**src/rtl/rpn_pkg.sv**
```systemverilog
// Shared definitions for the RPN converter front end: operator codes, arbiter states, clog2.
// No logic of its own; latency n/a.
// Backpressure n/a.
package rpn_pkg;

    // Operator codes carried on the token bus when is_op is set
    localparam logic [2:0] OP_MUL = 3'd1;
    localparam logic [2:0] OP_ADD = 3'd2;
    localparam logic [2:0] OP_SUB = 3'd3;
    localparam logic [2:0] OP_EQ  = 3'd4;

    typedef enum logic [2:0] {
        ST_IDLE,
        ST_FWD,
        ST_HOLD,
        ST_GAP,
        ST_FLUSH,
        ST_DONE,
        ST_ABORT
    } arb_state_t;

    // Bits needed to index n items (at least 1)
    function automatic int clog2(input int n);
        int r;
        int v;
        r = 0;
        v = n - 1;
        while (v > 0) begin
            r++;
            v = v >> 1;
        end
        if (r == 0) r = 1;
        return r;
    endfunction

endpackage

```
**src/rtl/rpn_rr_pick.sv**
```systemverilog
// Round-robin pick: first set request at or above ptr (mod N), one-hot and index form.
// Latency: combinational.
// Backpressure: none; pure function of req and ptr.
module rpn_rr_pick #(
    parameter int N   = 4,
    parameter int IDW = 2
) (
    input  logic [N-1:0]   req,
    input  logic [IDW-1:0] ptr,
    output logic [N-1:0]   gnt_oh,
    output logic [IDW-1:0] gnt_idx,
    output logic           any
);

    logic [IDW:0] cand;

    // Scan offsets from farthest to nearest so the nearest requester wins
    always_comb begin
        gnt_idx = '0;
        any     = 1'b0;
        cand    = '0;
        for (int k = N - 1; k >= 0; k--) begin
            cand = {1'b0, ptr} + (IDW+1)'(k);
            if (cand >= (IDW+1)'(N)) cand = cand - (IDW+1)'(N);
            if (req[cand[IDW-1:0]]) begin
                gnt_idx = cand[IDW-1:0];
                any     = 1'b1;
            end
        end
        gnt_oh = any ? (N'(1) << gnt_idx) : '0;
    end

endmodule

```
**src/rtl/rpn_session_arbiter.sv**
```systemverilog
// Shares one infix->postfix converter between N_REQ sources, one whole expression per grant.
// Latency: req_stb to cnv_stb 1 cycle; req_ack one cycle after cnv_ack.
// Backpressure: tokens held on cnv_* until cnv_ack; stalled owners are flushed with '=' after TIMEOUT idle cycles.
module rpn_session_arbiter
    import rpn_pkg::*;
#(
    parameter int N_REQ   = 4,
    parameter int DATA_W  = 32,
    parameter int EQ_CODE = 4,
    parameter int TIMEOUT = 64
) (
    input  logic                      CLK,
    input  logic                      RST,
    input  logic [N_REQ-1:0]          req_stb,
    input  logic [N_REQ*DATA_W-1:0]   req_data,
    input  logic [N_REQ-1:0]          req_is_op,
    output logic [N_REQ-1:0]          req_ack,
    output logic                      cnv_stb,
    output logic [DATA_W-1:0]         cnv_data,
    output logic                      cnv_is_op,
    input  logic                      cnv_ack,
    output logic                      grant_valid,
    output logic [clog2(N_REQ)-1:0]   grant_id,
    output logic                      session_done,
    output logic                      session_abort
);

    localparam int IDW = clog2(N_REQ);
    localparam int CW  = clog2(TIMEOUT);

    arb_state_t        state_q, state_d;
    logic [IDW-1:0]    ptr_q, ptr_d;
    logic [IDW-1:0]    gid_q, gid_d;
    logic              gvld_q, gvld_d;
    logic              cnv_stb_q, cnv_stb_d;
    logic [DATA_W-1:0] cnv_data_q, cnv_data_d;
    logic              cnv_is_op_q, cnv_is_op_d;
    logic [N_REQ-1:0]  req_ack_q, req_ack_d;
    logic              done_q, done_d;
    logic              abort_q, abort_d;
    logic [CW-1:0]     idle_q, idle_d;

    logic [N_REQ-1:0]  pick_oh;
    logic [IDW-1:0]    pick_idx;
    logic              pick_any;
    logic [DATA_W-1:0] pick_data;
    logic [DATA_W-1:0] owner_data;
    logic [IDW-1:0]    ptr_next;

    rpn_rr_pick #(.N(N_REQ), .IDW(IDW)) u_pick (
        .req     (req_stb),
        .ptr     (ptr_q),
        .gnt_oh  (pick_oh),
        .gnt_idx (pick_idx),
        .any     (pick_any)
    );

    assign pick_data  = req_data[int'(pick_idx)*DATA_W +: DATA_W];
    assign owner_data = req_data[int'(gid_q)*DATA_W +: DATA_W];
    assign ptr_next   = (gid_q == IDW'(N_REQ - 1)) ? '0 : gid_q + 1'b1;

    // Session sequencing: grant, forward tokens, watch for '=' or an idle owner
    always_comb begin
        state_d     = state_q;
        ptr_d       = ptr_q;
        gid_d       = gid_q;
        gvld_d      = gvld_q;
        cnv_stb_d   = cnv_stb_q;
        cnv_data_d  = cnv_data_q;
        cnv_is_op_d = cnv_is_op_q;
        idle_d      = idle_q;
        req_ack_d   = '0;
        done_d      = 1'b0;
        abort_d     = 1'b0;
        case (state_q)
            ST_IDLE: begin
                if (pick_any) begin
                    gid_d       = pick_idx;
                    gvld_d      = 1'b1;
                    cnv_stb_d   = 1'b1;
                    cnv_data_d  = pick_data;
                    cnv_is_op_d = |(req_is_op & pick_oh);
                    state_d     = ST_FWD;
                end
            end
            ST_FWD: begin
                if (cnv_ack) begin
                    cnv_stb_d = 1'b0;
                    req_ack_d = N_REQ'(1) << gid_q;
                    state_d   = (cnv_is_op_q && cnv_data_q == DATA_W'(EQ_CODE)) ? ST_DONE : ST_HOLD;
                end
            end
            ST_HOLD: begin
                // Owner is still seeing its ack and retiring the old token
                idle_d  = '0;
                state_d = ST_GAP;
            end
            ST_GAP: begin
                if (req_stb[gid_q]) begin
                    cnv_stb_d   = 1'b1;
                    cnv_data_d  = owner_data;
                    cnv_is_op_d = req_is_op[gid_q];
                    state_d     = ST_FWD;
                end else begin
                    idle_d = idle_q + 1'b1;
                    if (idle_q == CW'(TIMEOUT - 2)) begin
                        cnv_stb_d   = 1'b1;
                        cnv_is_op_d = 1'b1;
                        cnv_data_d  = DATA_W'(EQ_CODE);
                        state_d     = ST_FLUSH;
                    end
                end
            end
            ST_FLUSH: begin
                if (cnv_ack) begin
                    cnv_stb_d = 1'b0;
                    state_d   = ST_ABORT;
                end
            end
            ST_DONE: begin
                done_d  = 1'b1;
                gvld_d  = 1'b0;
                ptr_d   = ptr_next;
                state_d = ST_IDLE;
            end
            ST_ABORT: begin
                abort_d = 1'b1;
                gvld_d  = 1'b0;
                ptr_d   = ptr_next;
                state_d = ST_IDLE;
            end
            default: state_d = ST_IDLE;
        endcase
    end

    // State and registered outputs; reset drops any open session without a flush
    always_ff @(posedge CLK or posedge RST) begin
        if (RST) begin
            state_q     <= ST_IDLE;
            ptr_q       <= '0;
            gid_q       <= '0;
            gvld_q      <= 1'b0;
            cnv_stb_q   <= 1'b0;
            cnv_data_q  <= '0;
            cnv_is_op_q <= 1'b0;
            req_ack_q   <= '0;
            done_q      <= 1'b0;
            abort_q     <= 1'b0;
            idle_q      <= '0;
        end else begin
            state_q     <= state_d;
            ptr_q       <= ptr_d;
            gid_q       <= gid_d;
            gvld_q      <= gvld_d;
            cnv_stb_q   <= cnv_stb_d;
            cnv_data_q  <= cnv_data_d;
            cnv_is_op_q <= cnv_is_op_d;
            req_ack_q   <= req_ack_d;
            done_q      <= done_d;
            abort_q     <= abort_d;
            idle_q      <= idle_d;
        end
    end

    assign req_ack       = req_ack_q;
    assign cnv_stb       = cnv_stb_q;
    assign cnv_data      = cnv_data_q;
    assign cnv_is_op     = cnv_is_op_q;
    assign grant_valid   = gvld_q;
    assign grant_id      = gid_q;
    assign session_done  = done_q;
    assign session_abort = abort_q;

endmodule

```
**config.mk**
```make
export PLATFORM = sky130hd
export DESIGN_NAME = rpn_session_arbiter
export DESIGN_NICKNAME = d
export VERILOG_FILES = /design/src/rtl/rpn_pkg.sv /design/src/rtl/rpn_rr_pick.sv /design/src/rtl/rpn_session_arbiter.sv
export SDC_FILE = /design/constraint.sdc
export NUM_CORES = 1
export LEC_CHECK = 0
export ABC_AREA = 1
export ABC_CLOCK_PERIOD_IN_PS = 2500
export BUFFER_PORTS_ARGS = -buffer_cell sky130_fd_sc_hd__buf_4
export CAP_MARGIN = 5
export CORE_MARGIN = 1
export CORE_UTILIZATION = 40
export DETAILED_ROUTE_END_ITERATION = 12
export GPL_TIMING_DRIVEN = 0
export PLACE_DENSITY = 0.68
export SKIP_CTS_REPAIR_TIMING = 1
export SYNTH_ARGS = -nofsm -noshare
export SYNTH_HDL_FRONTEND = slang
export SYNTH_SLANG_ARGS = --single-unit
```
**constraint.sdc**
```tcl
create_clock -name CLK -period 2.5 [get_ports CLK]
set_input_delay 0.625 -clock CLK [delete_from_list [all_inputs] [get_ports CLK]]
set_output_delay 0.625 -clock CLK [all_outputs]
set_load 0.03 [all_outputs]
```
==> results of run 1 <==
[registers in the layout (all words and copies together), names as in the netlist, 2 cells and up]
register	count
req_ack	4
cnv_data	32
state_q	3
grant_id	2
ptr_q	2
idle_q	6
[layer usage]
metal  wire length [um]  up-vias
met2               9300      330
li1                   -     3206
met4                516        0
met1               9130     3019
met5                  0        -
met3               1440       39
[placed cells by master, fill, tap and decap left out, types with 14 or more instances in the layout]
cell and count:
inv_1 85, a21oi_1 104, buf_2 21, nand3_1 127, buf_4 185, nand2_1 227
inv_2 14, nor2_1 95, clkbuf_1 23, a221oi_1 31, dfrtp_1 54
[layout make-up]
type | instances | area [um^2]
buffer | 58 | 313
clock buffer | 6 | 139
clock inverter | 2 | 12.5
fill | 1361 | 5680
inverter | 99 | 372
multi-input combinational | 648 | 3160
sequential | 54 | 1350
tap | 172 | 215
timing repair buffer | 182 | 1380
[worst reg2reg max path: cells and delay by family, from the launching register on]
kind                   cells  cell delay (ns)
AO/OA/AOI/OAI              3             0.63
buffers and inverters      3             1.12
flip-flops                 1             0.40
AND/OR/NAND/NOR            1             0.09
[metrics by stage]
step	worst slack (ns)	std cells
6_report	0.197	1221
5_1_grt	0.00739	1221
4_1_cts	0.224	1221
3_5_place_dp	0.0589	1213
3_3_place_gp	-0.362	1212
2_1_floorplan	0.560	859
[worst max-delay path by stage]
stage                startpoint           end  slack, ns  cells past startpoint
finish              grant_id[0]  cnv_data[31]       0.20                      7
global route        grant_id[1]  cnv_data[28]      0.007                     10
CTS                 grant_id[0]   cnv_data[3]       0.22                      7
detailed placement   req_stb[1]  cnv_data[15]       0.06                     14
global placement            RST  cnv_data[15]      -0.36                      2
floorplan                   RST   cnv_data[0]       0.56                      1
[synthesized netlist by cell type (all sizes together)]
master,count,area (um^2)
a211oi,1,7.51
a21oi,104,521
a221oi,31,272
a31oi,1,6.26
buf,34,221
clkbuf,24,90.1
dfrtp,54,1350
ha,6,75.1
inv,99,372
mux2,1,11.3
nand2,233,918
nand3,139,756
nand4,3,18.8
nor2,100,402
nor3,3,26.3
nor3b,1,7.51
nor4,6,37.5
o211ai,2,15.0
o21ai,17,85.1
[power breakdown]
group          internal [W]  leakage, nW  total (W)  switching (W)
Sequential          0.00128        0.648    0.00164       0.000363
Clock              0.000398       0.0729   0.000731       0.000333
Combinational       0.00260         2.92    0.00784        0.00524
[cells by family after synthesis]
kind of cell | count (synthesis) | synth area share [%]
AO/OA/AOI/OAI | 156 | 17.4
multiplexers | 1 | 0.217
flip-flops | 54 | 26.0
buffers and inverters | 157 | 13.2
AND/OR/NAND/NOR | 485 | 41.7
adder cells (fa/ha/maj) | 6 | 1.45
==> results.py, run 1 <==
metrics = {
    "grt": {
        "grt.met2_usage_pct": 49.5,
        "busiest_layer": "met2",
        "grt_max_degree": 39,
        "antenna_found_initial": 0,
        "met1_usage_pct": 41.2,
        "grt.overflow.total": 0,
        "grt_pass1_vias": 6237,
        "track_usage_pct": 30.1,
        "grt_pass1_wl_um": 31500,
        "gr-usage-met3_pct": 3.14,
    },
    "synth": {
        "ys_ff_latch": 54,
        "yosys_warnings": 0,
        "syn_area_per_cell_um2": 6.04,
        "yosysUniqueCellTypes": 32,
        "netlist_instances": 859,
        "syn-num-nets": 1004,
        "syn_area_um2": 5190,
        "ys_seq_area_share_pct": 26.0,
    },
    "clocking": {
        "clock_latency_ns": 0.29,
        "numCtsBuffers": 5,
        "clockBufferDepth": 2,
        "numClockSinks": 54,
        "cts_max_level": 2,
        "cts-root-buf": "clkbuf_16",
        "cts_tree": "built",
        "clkSlewWorstSetupHoldPaths_ns": 0.08,
    },
    "finish": {
        "final_core_util_pct": 55.0,
        "antennaDiodeCount": 0,
        "postLayoutCellArea_um2": 6940,
        "final_nets": 1193,
        "drive_gt1_share_pct": 24.9,
        "area_growth_pct": 33.6,
    },
    "worst_setup_path": {
        "cp_max_fo": 10,
        "max_stage_delay_ns": 0.51,
        "rr_endpoint": "cnv_data[31]",
        "path_class": "reg2reg",
        "critical_path_buf_inv_count": 3,
        "cp_cell_sequence": "buf_2, clkbuf_1, clkbuf_1, a21oi_1, a221oi_1, nor2_1, a21oi_1",
        "cp-end-kind": "flop",
        "rrSetupSlack_ns": 0.20,
        "cp_top_family": "buffers and inverters",
        "cp.required_ns": 2.71,
        "critical_path_arrival_ns": 2.51,
        "cp-start-kind": "flop",
        "reg2reg_from": "grant_id[0]",
        "cp_slowest_cell": "clkbuf_1",
        "ff2ff_path_depth": 7,
    },
    "floorplan": {
        "placementRows": 41,
        "coreArea_um2": 12600,
        "start_util_pct": 41.1,
        "dieHeight_um": 116,
        "die-area_um2": 13400,
        "die_x_um": 116,
        "io_pins": 182,
    },
    "pwr": {
        "p_leak_nw": 3.64,
        "vdd_drop_max_mv": 0.874,
        "powerDensity_nw_per_um2": 1470,
        "power_w": 0.0102,
    },
    "timing": {
        "fmax_mhz": 434,
        "worstMarginPinSlew_ns": 0.799,
        "fin_tns_setup_ns": 0,
        "grt_setup_unrepaired": "no",
        "finalClockSkew_ns": 0.00824,
        "slew_headroom_pct": 46.8,
        "setup_viol": 0,
        "hold_violations": 0,
        "finalCriticalPeriod_ns": 2.30,
        "slew_violations": 0,
        "fin_crit_sh_pct": 92.1,
        "whs_ns": 0.318,
    },
    "route": {
        "vias": 6594,
        "wl_per_cell_um": 16.7,
        "routed_wl_um": 20400,
        "drt-pass1-iter-count": 6,
        "first_iter_violations": 668,
        "viasPerCell": 5.40,
        "antenna_left": 0,
        "drc_errors": 0,
    },
    "run": {
        "maxCapViolCount": 0,
    },
    "min_path": {
        "worstHoldPathType": "in2async",
    },
    "placement": {
        "placed_area_um2": 6790,
        "portBuffers": 181,
        "gp_congestion": 0.921,
        "dp_hpwl_um": 14900,
    },
    "run_status": {
        "status": "complete, no violations",
    },
}
Note: power is estimated with default switching activity, not from simulation.
==> run 2: changes to the inputs <==
--- a/config.mk
+++ b/config.mk
@@ -6,7 +6,7 @@
 export NUM_CORES = 1
 export LEC_CHECK = 0
 export ABC_AREA = 1
-export ABC_CLOCK_PERIOD_IN_PS = 2500
+export ABC_CLOCK_PERIOD_IN_PS = 2900
 export BUFFER_PORTS_ARGS = -buffer_cell sky130_fd_sc_hd__buf_4
 export CAP_MARGIN = 5
 export CORE_MARGIN = 1
==> constraint.sdc (replaced) <==
create_clock -name CLK -period 2.9 [get_ports CLK]
set_input_delay 0.725 -clock CLK [delete_from_list [all_inputs] [get_ports CLK]]
set_output_delay 0.725 -clock CLK [all_outputs]
set_load 0.03 [all_outputs]
==> results.py, run 2 (synthesis results as in run 1) <==
metrics = {
    "finish": {
        "drive_gt1_share_pct": 24.8,
        "final_nets": 1193,
        "largest_reg_flops": 32,
        "area_growth_pct": 33.6,
        "antennaDiodeCount": 0,
        "final_common_cell": "nand2_1",
        "layout_common_cells": "nand2_1, buf_4, nand3_1",
        "final_core_util_pct": 55.0,
    },
    "floorplan": {
        "io_pins": 182,
        "coreArea_um2": 12600,
        "placementRows": 41,
        "die-area_um2": 13400,
        "dieHeight_um": 116,
        "die_x_um": 116,
        "start_util_pct": 41.1,
    },
    "timing": {
        "fin_tns_setup_ns": 0,
        "hold_violations": 0,
        "fmax_mhz": 432,
        "slew_violations": 0,
        "finalCriticalPeriod_ns": 2.31,
        "slew_headroom_pct": 46.1,
        "grt_setup_unrepaired": "no",
        "worstMarginPinSlew_ns": 0.808,
        "fin_crit_sh_pct": 79.7,
        "finalClockSkew_ns": 0.00873,
        "setup_viol": 0,
    },
    "clocking": {
        "clkSlewWorstSetupHoldPaths_ns": 0.08,
        "cts-root-buf": "clkbuf_16",
        "clock_latency_ns": 0.29,
        "cts_max_level": 2,
        "cts_tree": "built",
        "numClockSinks": 54,
        "numCtsBuffers": 5,
        "clockBufferDepth": 2,
    },
    "route": {
        "routed_wl_um": 20400,
        "drc_errors": 0,
        "antenna_left": 0,
        "wl_per_cell_um": 16.7,
        "drt-pass1-iter-count": 5,
        "viasPerCell": 5.40,
        "first_iter_violations": 669,
        "vias": 6589,
    },
    "run": {
        "maxCapViolCount": 0,
    },
    "pwr": {
        "vdd_drop_max_mv": 0.750,
        "p_leak_nw": 3.64,
        "powerDensity_nw_per_um2": 1270,
    },
    "worst_setup_path": {
        "path_class": "reg2reg",
        "max_stage_delay_ns": 0.52,
        "rrSetupSlack_ns": 0.59,
        "cp_slowest_cell": "clkbuf_1",
        "cp-end-kind": "flop",
        "critical_path_buf_inv_count": 3,
        "critical_path_arrival_ns": 2.53,
        "cp_cell_sequence": "buf_2, clkbuf_1, clkbuf_1, a21oi_1, a221oi_1, nor2_1, a21oi_1",
        "rr_endpoint": "cnv_data[31]",
        "cp_max_fo": 10,
        "reg2reg_from": "grant_id[0]",
        "cp_top_family": "buffers and inverters",
        "cp-start-kind": "flop",
        "cp.required_ns": 3.11,
        "ff2ff_path_depth": 7,
    },
    "grt": {
        "met1_usage_pct": 41.2,
        "grt_max_degree": 39,
        "antenna_found_initial": 0,
        "track_usage_pct": 30.1,
        "busiest_layer": "met2",
        "grt_pass1_vias": 6237,
        "gr-usage-met3_pct": 3.14,
        "grt_pass1_wl_um": 31500,
        "grt.overflow.total": 0,
        "grt.met2_usage_pct": 49.5,
    },
    "placement": {
        "gp_congestion": 0.921,
        "portBuffers": 181,
        "dp_hpwl_um": 14900,
    },
    "run_status": {
        "status": "complete, no violations",
    },
    "min_path": {
        "worstHoldPathType": "in2async",
    },
}
==> run 2: worst reg2reg max path, cell delays in order (launching register included) <==
cell      delay [ns]
dfrtp_1         0.40
buf_2           0.20
clkbuf_1        0.41
clkbuf_1        0.52
a21oi_1         0.13
a221oi_1        0.33
nor2_1          0.09
a21oi_1         0.16
==> run 2: layout make-up <==
class,count,area [um^2]
timing repair buffer,182,1380
clock buffer,6,139
buffer,58,312
tap,172,215
sequential,54,1350
inverter,99,372
clock inverter,2,12.5
fill,1361,5680
multi-input combinational,648,3160
==> run 2: how the worst max path moves through the flow <==
stage / start / endpoint / slack [ns] / cells after the start
after global routing: grant_id[1] / cnv_data[17] / 0.39 / 10
after detailed placement: req_stb[1] / cnv_data[15] / 0.36 / 14
final: grant_id[0] / cnv_data[31] / 0.59 / 7
after floorplan: RST / cnv_data[0] / 0.86 / 1
after global placement: RST / cnv_data[15] / -0.06 / 2
after CTS: grant_id[0] / cnv_data[3] / 0.62 / 7
==> run 2: layer usage <==
layer | up-vias | share of wire [%]
met5 | - | 0
met4 | 0 | 2.5
met3 | 39 | 7.2
met2 | 315 | 46
met1 | 3030 | 45
li1 | 3205 | -
==> run 2: where the power goes <==
part	internal [W]	total [W]	switching (W)
registers	0.00110	0.00141	0.000312
logic	0.00224	0.00675	0.00452
clock network	0.000343	0.000632	0.000288
total	0.00368	0.00880	0.00512
==> run 2: per-stage QoR <==
step	hold WS, ns	worst slack (ns)	cell area (um^2)	total power [W]	instances
global route	0.439	0.394	6940	0.00957	1221
CTS	0.432	0.624	6940	0.00873	1221
global placement	0.453	-0.0618	6770	0.00804	1212
floorplan	0.433	0.860	5190	0.00601	859
detailed placement	0.459	0.359	6790	0.00806	1213
finish	0.418	0.587	6940	0.00880	1221
